--- src/rtl/hid_status_leds.sv ---
// LED status/activity indicator for the USB HID host: device type, stretched activity, report count, error blink.
// Optional feature: define HID_LED_RATE_EN to add a reports-per-second output and a rate thermometer on the LEDs.
module hid_status_leds #(
   parameter int CLK_HZ     = 12000000,
   parameter int NUM_LEDS   = 8,
   parameter int STRETCH_MS = 50,
   parameter int DIV_LOG2   = 7,
   parameter int BLINK_MS   = 125,
   parameter int HEART_MS   = 500,
   parameter int HOLD_MS    = 1000
) (
   input  logic                usbclk,
   input  logic                usbrst_n,
   input  logic [1:0]          typ,
   input  logic                report,
   input  logic                conerr,
   output logic [NUM_LEDS-1:0] led,
   output logic                activity,
   output logic [15:0]         report_count,
   output logic [1:0]          state
`ifdef HID_LED_RATE_EN
   ,
   output logic [7:0]          report_rate
`endif
);

   localparam int PRE_MAX = CLK_HZ / 1000 - 1;
   localparam int PRE_W   = $clog2(CLK_HZ / 1000 + 1);

   typedef enum logic [1:0] {
      S_IDLE = 2'd0,
      S_CONN = 2'd1,
      S_ERR  = 2'd2,
      S_HOLD = 2'd3
   } state_t;

   state_t              state_q, state_d;
   logic [PRE_W-1:0]    pre_q, pre_d;
   logic                ms_tick;
   logic [7:0]          stretch_q, stretch_d;
   logic                activity_q, activity_d;
   logic [15:0]         count_q, count_d;
   logic [9:0]          hold_q, hold_d;
   logic [9:0]          bcnt_q, bcnt_d;
   logic                blink_q, blink_d;
   logic [9:0]          hcnt_q, hcnt_d;
   logic                heart_q, heart_d;
   logic [NUM_LEDS-1:0] led_q, led_d;
`ifdef HID_LED_RATE_EN
   logic [9:0]          win_q, win_d;
   logic [7:0]          rcnt_q, rcnt_d;
   logic [7:0]          rate_q, rate_d;
   logic                win_end;
`endif

   always_comb begin
      ms_tick   = (pre_q == PRE_W'(PRE_MAX));
      pre_d     = ms_tick ? '0 : pre_q + 1'b1;
      // A report reload beats a coincident tick decrement.
      stretch_d = stretch_q;
      if (report)
         stretch_d = 8'(STRETCH_MS);
      else if (ms_tick && stretch_q != 8'd0)
         stretch_d = stretch_q - 8'd1;
      activity_d = (stretch_d != 8'd0);
      count_d    = count_q + 16'(report);
   end

   always_comb begin
      state_d = state_q;
      hold_d  = hold_q;
      case (state_q)
         S_IDLE: begin
            if (conerr)              state_d = S_ERR;
            else if (typ != 2'd0)    state_d = S_CONN;
         end
         S_CONN: begin
            if (conerr)              state_d = S_ERR;
            else if (typ == 2'd0)    state_d = S_IDLE;
         end
         S_ERR: begin
            if (!conerr) begin
               state_d = S_HOLD;
               hold_d  = 10'(HOLD_MS);
            end
         end
         S_HOLD: begin
            if (conerr)                state_d = S_ERR;
            else if (hold_q == 10'd0)  state_d = (typ != 2'd0) ? S_CONN : S_IDLE;
            else if (ms_tick)          hold_d  = hold_q - 10'd1;
         end
         default: state_d = S_IDLE;
      endcase
   end

   always_comb begin
      bcnt_d  = bcnt_q;
      blink_d = blink_q;
      if (state_d == S_ERR && state_q != S_ERR) begin
         bcnt_d  = '0;
         blink_d = 1'b0;
      end else if ((state_q == S_ERR || state_q == S_HOLD) && ms_tick) begin
         if (bcnt_q == 10'(BLINK_MS - 1)) begin
            bcnt_d  = '0;
            blink_d = ~blink_q;
         end else begin
            bcnt_d  = bcnt_q + 10'd1;
         end
      end
      hcnt_d  = hcnt_q;
      heart_d = heart_q;
      if (state_d == S_IDLE && state_q != S_IDLE) begin
         hcnt_d  = '0;
         heart_d = 1'b0;
      end else if (state_q == S_IDLE && ms_tick) begin
         if (hcnt_q == 10'(HEART_MS - 1)) begin
            hcnt_d  = '0;
            heart_d = ~heart_q;
         end else begin
            hcnt_d  = hcnt_q + 10'd1;
         end
      end
   end

`ifdef HID_LED_RATE_EN
   always_comb begin
      win_end = ms_tick && (win_q == 10'd999);
      win_d   = win_q;
      if (ms_tick) win_d = win_end ? 10'd0 : win_q + 10'd1;
      rate_d  = rate_q;
      rcnt_d  = rcnt_q;
      // The report in the window-end cycle belongs to the new window.
      if (win_end) begin
         rate_d = rcnt_q;
         rcnt_d = 8'(report);
      end else if (report && rcnt_q != 8'hFF) begin
         rcnt_d = rcnt_q + 8'd1;
      end
   end
`endif

   always_comb begin
      led_d = '0;
      case (state_q)
         S_IDLE: led_d[0] = heart_q;
         S_CONN: begin
            led_d[1:0] = typ;
            led_d[2]   = activity_q;
            led_d[3]   = count_q[DIV_LOG2];
            for (int i = 4; i < NUM_LEDS; i++) begin
`ifdef HID_LED_RATE_EN
               led_d[i] = ((i - 4) < int'(rate_q[7:4]));
`else
               led_d[i] = ((DIV_LOG2 + i - 3) < 16) ? count_q[4'(DIV_LOG2 + i - 3)] : 1'b0;
`endif
            end
         end
         S_ERR:  led_d = {NUM_LEDS{blink_q}};
         S_HOLD: begin
            led_d    = {NUM_LEDS{blink_q}};
            led_d[0] = 1'b1;
         end
         default: led_d = '0;
      endcase
   end

   always_ff @(posedge usbclk or negedge usbrst_n) begin
      if (!usbrst_n) begin
         state_q    <= S_IDLE;
         pre_q      <= '0;
         stretch_q  <= '0;
         activity_q <= 1'b0;
         count_q    <= '0;
         hold_q     <= '0;
         bcnt_q     <= '0;
         blink_q    <= 1'b0;
         hcnt_q     <= '0;
         heart_q    <= 1'b0;
         led_q      <= '0;
`ifdef HID_LED_RATE_EN
         win_q      <= '0;
         rcnt_q     <= '0;
         rate_q     <= '0;
`endif
      end else begin
         state_q    <= state_d;
         pre_q      <= pre_d;
         stretch_q  <= stretch_d;
         activity_q <= activity_d;
         count_q    <= count_d;
         hold_q     <= hold_d;
         bcnt_q     <= bcnt_d;
         blink_q    <= blink_d;
         hcnt_q     <= hcnt_d;
         heart_q    <= heart_d;
         led_q      <= led_d;
`ifdef HID_LED_RATE_EN
         win_q      <= win_d;
         rcnt_q     <= rcnt_d;
         rate_q     <= rate_d;
`endif
      end
   end

   assign led          = led_q;
   assign activity     = activity_q;
   assign report_count = count_q;
   assign state        = state_q;
`ifdef HID_LED_RATE_EN
   assign report_rate  = rate_q;
`endif

endmodule

--- config.mk ---
export PLATFORM = sky130hd
export DESIGN_NAME = hid_status_leds
export DESIGN_NICKNAME = d
export VERILOG_FILES = /design/src/rtl/hid_status_leds.sv
export SDC_FILE = /design/constraint.sdc
export NUM_CORES = 1
export LEC_CHECK = 0
export CAP_MARGIN = 15
export CORE_UTILIZATION = 52
export DETAILED_ROUTE_END_ITERATION = 8
export PLACE_DENSITY = 0.76
export SYNTH_ARGS = -nofsm -noshare
export SYNTH_HDL_FRONTEND = slang
export SYNTH_SLANG_ARGS = --single-unit
export TNS_END_PERCENT = 20
--- constraint.sdc ---
create_clock -name usbclk -period 2.68 [get_ports usbclk]
set_clock_uncertainty 0.2 [all_clocks]
set_input_delay 0.536 -clock usbclk [delete_from_list [all_inputs] [get_ports usbclk]]
set_output_delay 0.536 -clock usbclk [all_outputs]
set_load 0.05 [all_outputs]
==> results of run 1 <==
cell families after synthesis:
logic type | after synthesis | share of synthesized area
AO/OA/AOI/OAI | 37 | 0.0593
flip-flops | 78 | 0.508
buffers and inverters | 26 | 0.0287
adder cells (fa/ha/maj) | 9 | 0.0293
XOR/XNOR | 50 | 0.114
AND/OR/NAND/NOR | 189 | 0.260
power by group through the flow:
stage | Clock [W] | Combinational [W] | Sequential (W)
6_report | 0.000879 | 0.000460 | 0.00134
2_1_floorplan | 0 | 0.000112 | 0.00152
3_3_place_gp | 0 | 0.000453 | 0.00136
3_5_place_dp | 0 | 0.000460 | 0.00136
5_1_grt | 0.000949 | 0.000496 | 0.00135
4_1_cts | 0.000893 | 0.000465 | 0.00134
worst max-delay path, cell delays in order (launching register included):
cell,delay [ns]
dfrtp_1,0.43
or4b_1,0.56
nor4_4,0.34
and4b_1,0.27
xnor2_1,0.15
nand3b_1,0.12
or4_1,0.42
registers in the layout (all words and copies together), names as in the netlist:
register,cells
blink_q,1
activity,1
state,2
hold_q,10
pre_q,14
heart_q,1
report_count,16
bcnt_q,10
stretch_q,8
hcnt_q,10
led,5
metrics by stage:
step | hold slack [ns] | setup TNS [ns] | total power [W] | instance area, um2 | cells
6_report | 0.277 | 0 | 0.00268 | 4560 | 535
5_1_grt | 0.292 | -0.101 | 0.00279 | 4560 | 535
4_1_cts | 0.276 | 0 | 0.00269 | 4530 | 534
3_5_place_dp | 0.266 | 0 | 0.00182 | 4320 | 517
3_3_place_gp | 0.257 | 0 | 0.00181 | 4320 | 517
2_1_floorplan | 0.0404 | 0 | 0.00163 | 3840 | 389
Yosys cell counts, types with 8 or more instances:
cell type and count:
nand2_1 37, and3_1 8, dfrtp_1 78, nor4_1 8, xor2_1 19, nor2_1 48, nand2b_1 8, xnor2_1 31
o21ai_0 14, inv_1 14, nand3_1 29, ha_1 9
final timing paths:
kind / to / slack, ns / cells past startpoint
hold / removal: pre_q[0] / 0.28 / 1
setup reg to reg: activity / 0.06 / 6
max in group asynchronous: hold_q[2] / 1.21 / 3
hold reg to reg: pre_q[0] / 0.28 / 1
min in group asynchronous: bcnt_q[2] / 0.50 / 2
setup / recovery: activity / 0.06 / 6
layout make-up:
class / instances / area, um2
tap: 96 / 120
inverter: 14 / 52.6
fill: 557 / 2380
clock inverter: 6 / 61.3
multi-input combinational: 285 / 1800
clock buffer: 10 / 138
timing repair buffer: 46 / 438
sequential: 78 / 1950
metal layers:
metal  vias to the layer above  GRT usage  part of all wire
li1                       1426          -                 -
met1                      1462      0.286              0.47
met2                        57      0.355              0.48
met3                        14     0.0396             0.031
met4                         0     0.0984             0.018
met5                         -          0                 0
what timing repair did:
| item | 4_1_cts | 5_1_grt |
|---|---|---|
| hold endpoints to repair | 41 | 0 |
| buffers inserted | 0 | 1 |
| endpoints found under the setup margin | 0 | 16 |
| hold buffers | 1 | 0 |
| gates resized for setup | 0 | 4 |
==> results.md, run 1 <==
- Share of layout cells above drive strength 1: 0.0911
- Die span in y: 87.9 um
- Number of antenna violations at the first check in global routing: 0
- Layout overhead on the synthesized area: 18.8%
- Antenna-violating nets left: 0
- Later-pin clock latency in the skew report: 0.35 ns
- DR DRC count: 0
- Sum of overflow across all layers after global routing: 0
- Number of H-tree levels: 3
- Worst reg2reg path startpoint: pre_q[8]
- Worst Setup SP: pre_q[8]
- Power Internal: 0.00186 W
- Final net count: 449
- Gp weighted congestion: 0.800
- Seq pwr share: 0.499
- Final core utilization: 0.657
- Number of synthesized register bits: 78
- Pin count of the biggest net entering global routing: 43
- CP Max Fanout: 5
- Fin crit period: 2.62 ns
- Share of flip-flops with an asynchronous set or reset after synthesis: 1.00
- Io pins: 33
- Count of flip-flops with a built-in enable after synthesis: 0
- Clock root cell: clkbuf_8
- Combined global-route utilization of all metal layers: 0.218
- Fraction of power consumed by combinational cells: 0.172
- Number of warnings issued by yosys: 0
- Most used cells in the layout excluding fill and tap cells: dfrtp_1 (78), nor2_1 (48), nand2_1 (37)
- Number of max-slew violations in the final report: 0
- Mapped Avg Cell Area: 9.87 um2
- Post-synth net total: 404
- # diodes: 0
- DRT iter0 DRCs: 137
- Result of the run: completed
- Site Rows: 30
- Average routed wire per standard cell: 14.0 um
- CTS tree: done
- # port buffers: 32
- Maximum capacitance violations: 0
- Worst min path class: register to register
- Setup Crit Path Kind: register to register
- Upper clock frequency limit: 382 MHz
- Number of setup violations in the final report: 0
- Top flip-flop cell by instance count after synthesis: dfrtp_1
- Least-Margin Pin Slew: 0.862 ns
- Fraction of synthesized cell area taken by the top area cell type: 0.508
- Most common library cell in the layout ignoring fill and taps: dfrtp_1
- Data required time of the worst path: 2.70 ns
- Buffer levels on the longest clock path: 2
- First-pass GRT wire length: 12.9 mm
- Worst rel slew slack: 0.425
- Share of total power in the clock network: 0.329
- Endpoints failing hold: 0
- Count of TritonRoute iterations in the first routing pass: 4
- Post-CTS clock slew at the launch and capture registers of the worst setup and hold paths: 0.08 ns
- Initial cell density of the core: 0.553
- Portion of the clock cycle consumed by the worst path in the final layout: 0.976
- Static power due to leakage: 2.01 nW
- Sw frac: 0.304
- Cell area after synthesis: 3840 um2
- CTS Buf Count: 9
- Type of element launching the critical path: register
- Crit path DAT: 2.63 ns
- Count of distinct cell types in the synthesized netlist: 47
- Highest ir drop seen on vdd: 0.631 mV
- Sequential cell area fraction in the yosys report: 0.508
- Largest area contributor in the synthesized netlist: dfrtp_1
- Number of vias in the routed layout: 2959
- Die Outline Area: 7730 um2
- Wirelength, routed: 7.46 mm
- Chip Width: 87.9 um
- Pre-CTS setup slack: 0.0358 ns
- Via count of the first global-routing pass: 2866
- Gate Count Post-Synth: 389
- Startpoint of the lowest-slack hold path: pre_q[0]
- Setup repair after global routing missed its margin: true
- Final worst-path setup slack: 0.0634 ns
- Total power divided by cell area: 586 nW/um2
- Endpoint type of the worst setup path: register
- Ranking of synthesized cells by area: dfrtp_1 (51%), xnor2_1 (7.1%), nor2_1 (4.7%)
- Post-detailed-placement half-perimeter wirelength: 5.29 mm
- Core area: 6940 um2
- Via density: 5.53
- Net switching power: 0.000813 W
- TritonCTS Sinks: 78
Power figures use the tool's default switching activity.
==> run 2, diff against run 1 <==
--- a/config.mk
+++ b/config.mk
@@ -5,7 +5,7 @@
 export SDC_FILE = /design/constraint.sdc
 export NUM_CORES = 1
 export LEC_CHECK = 0
-export CAP_MARGIN = 15
+export CAP_MARGIN = 20
 export CORE_UTILIZATION = 52
 export DETAILED_ROUTE_END_ITERATION = 8
 export PLACE_DENSITY = 0.76
==> results of run 2 <==
No change in the layout: final DEF, timing and power equal those of run 1.
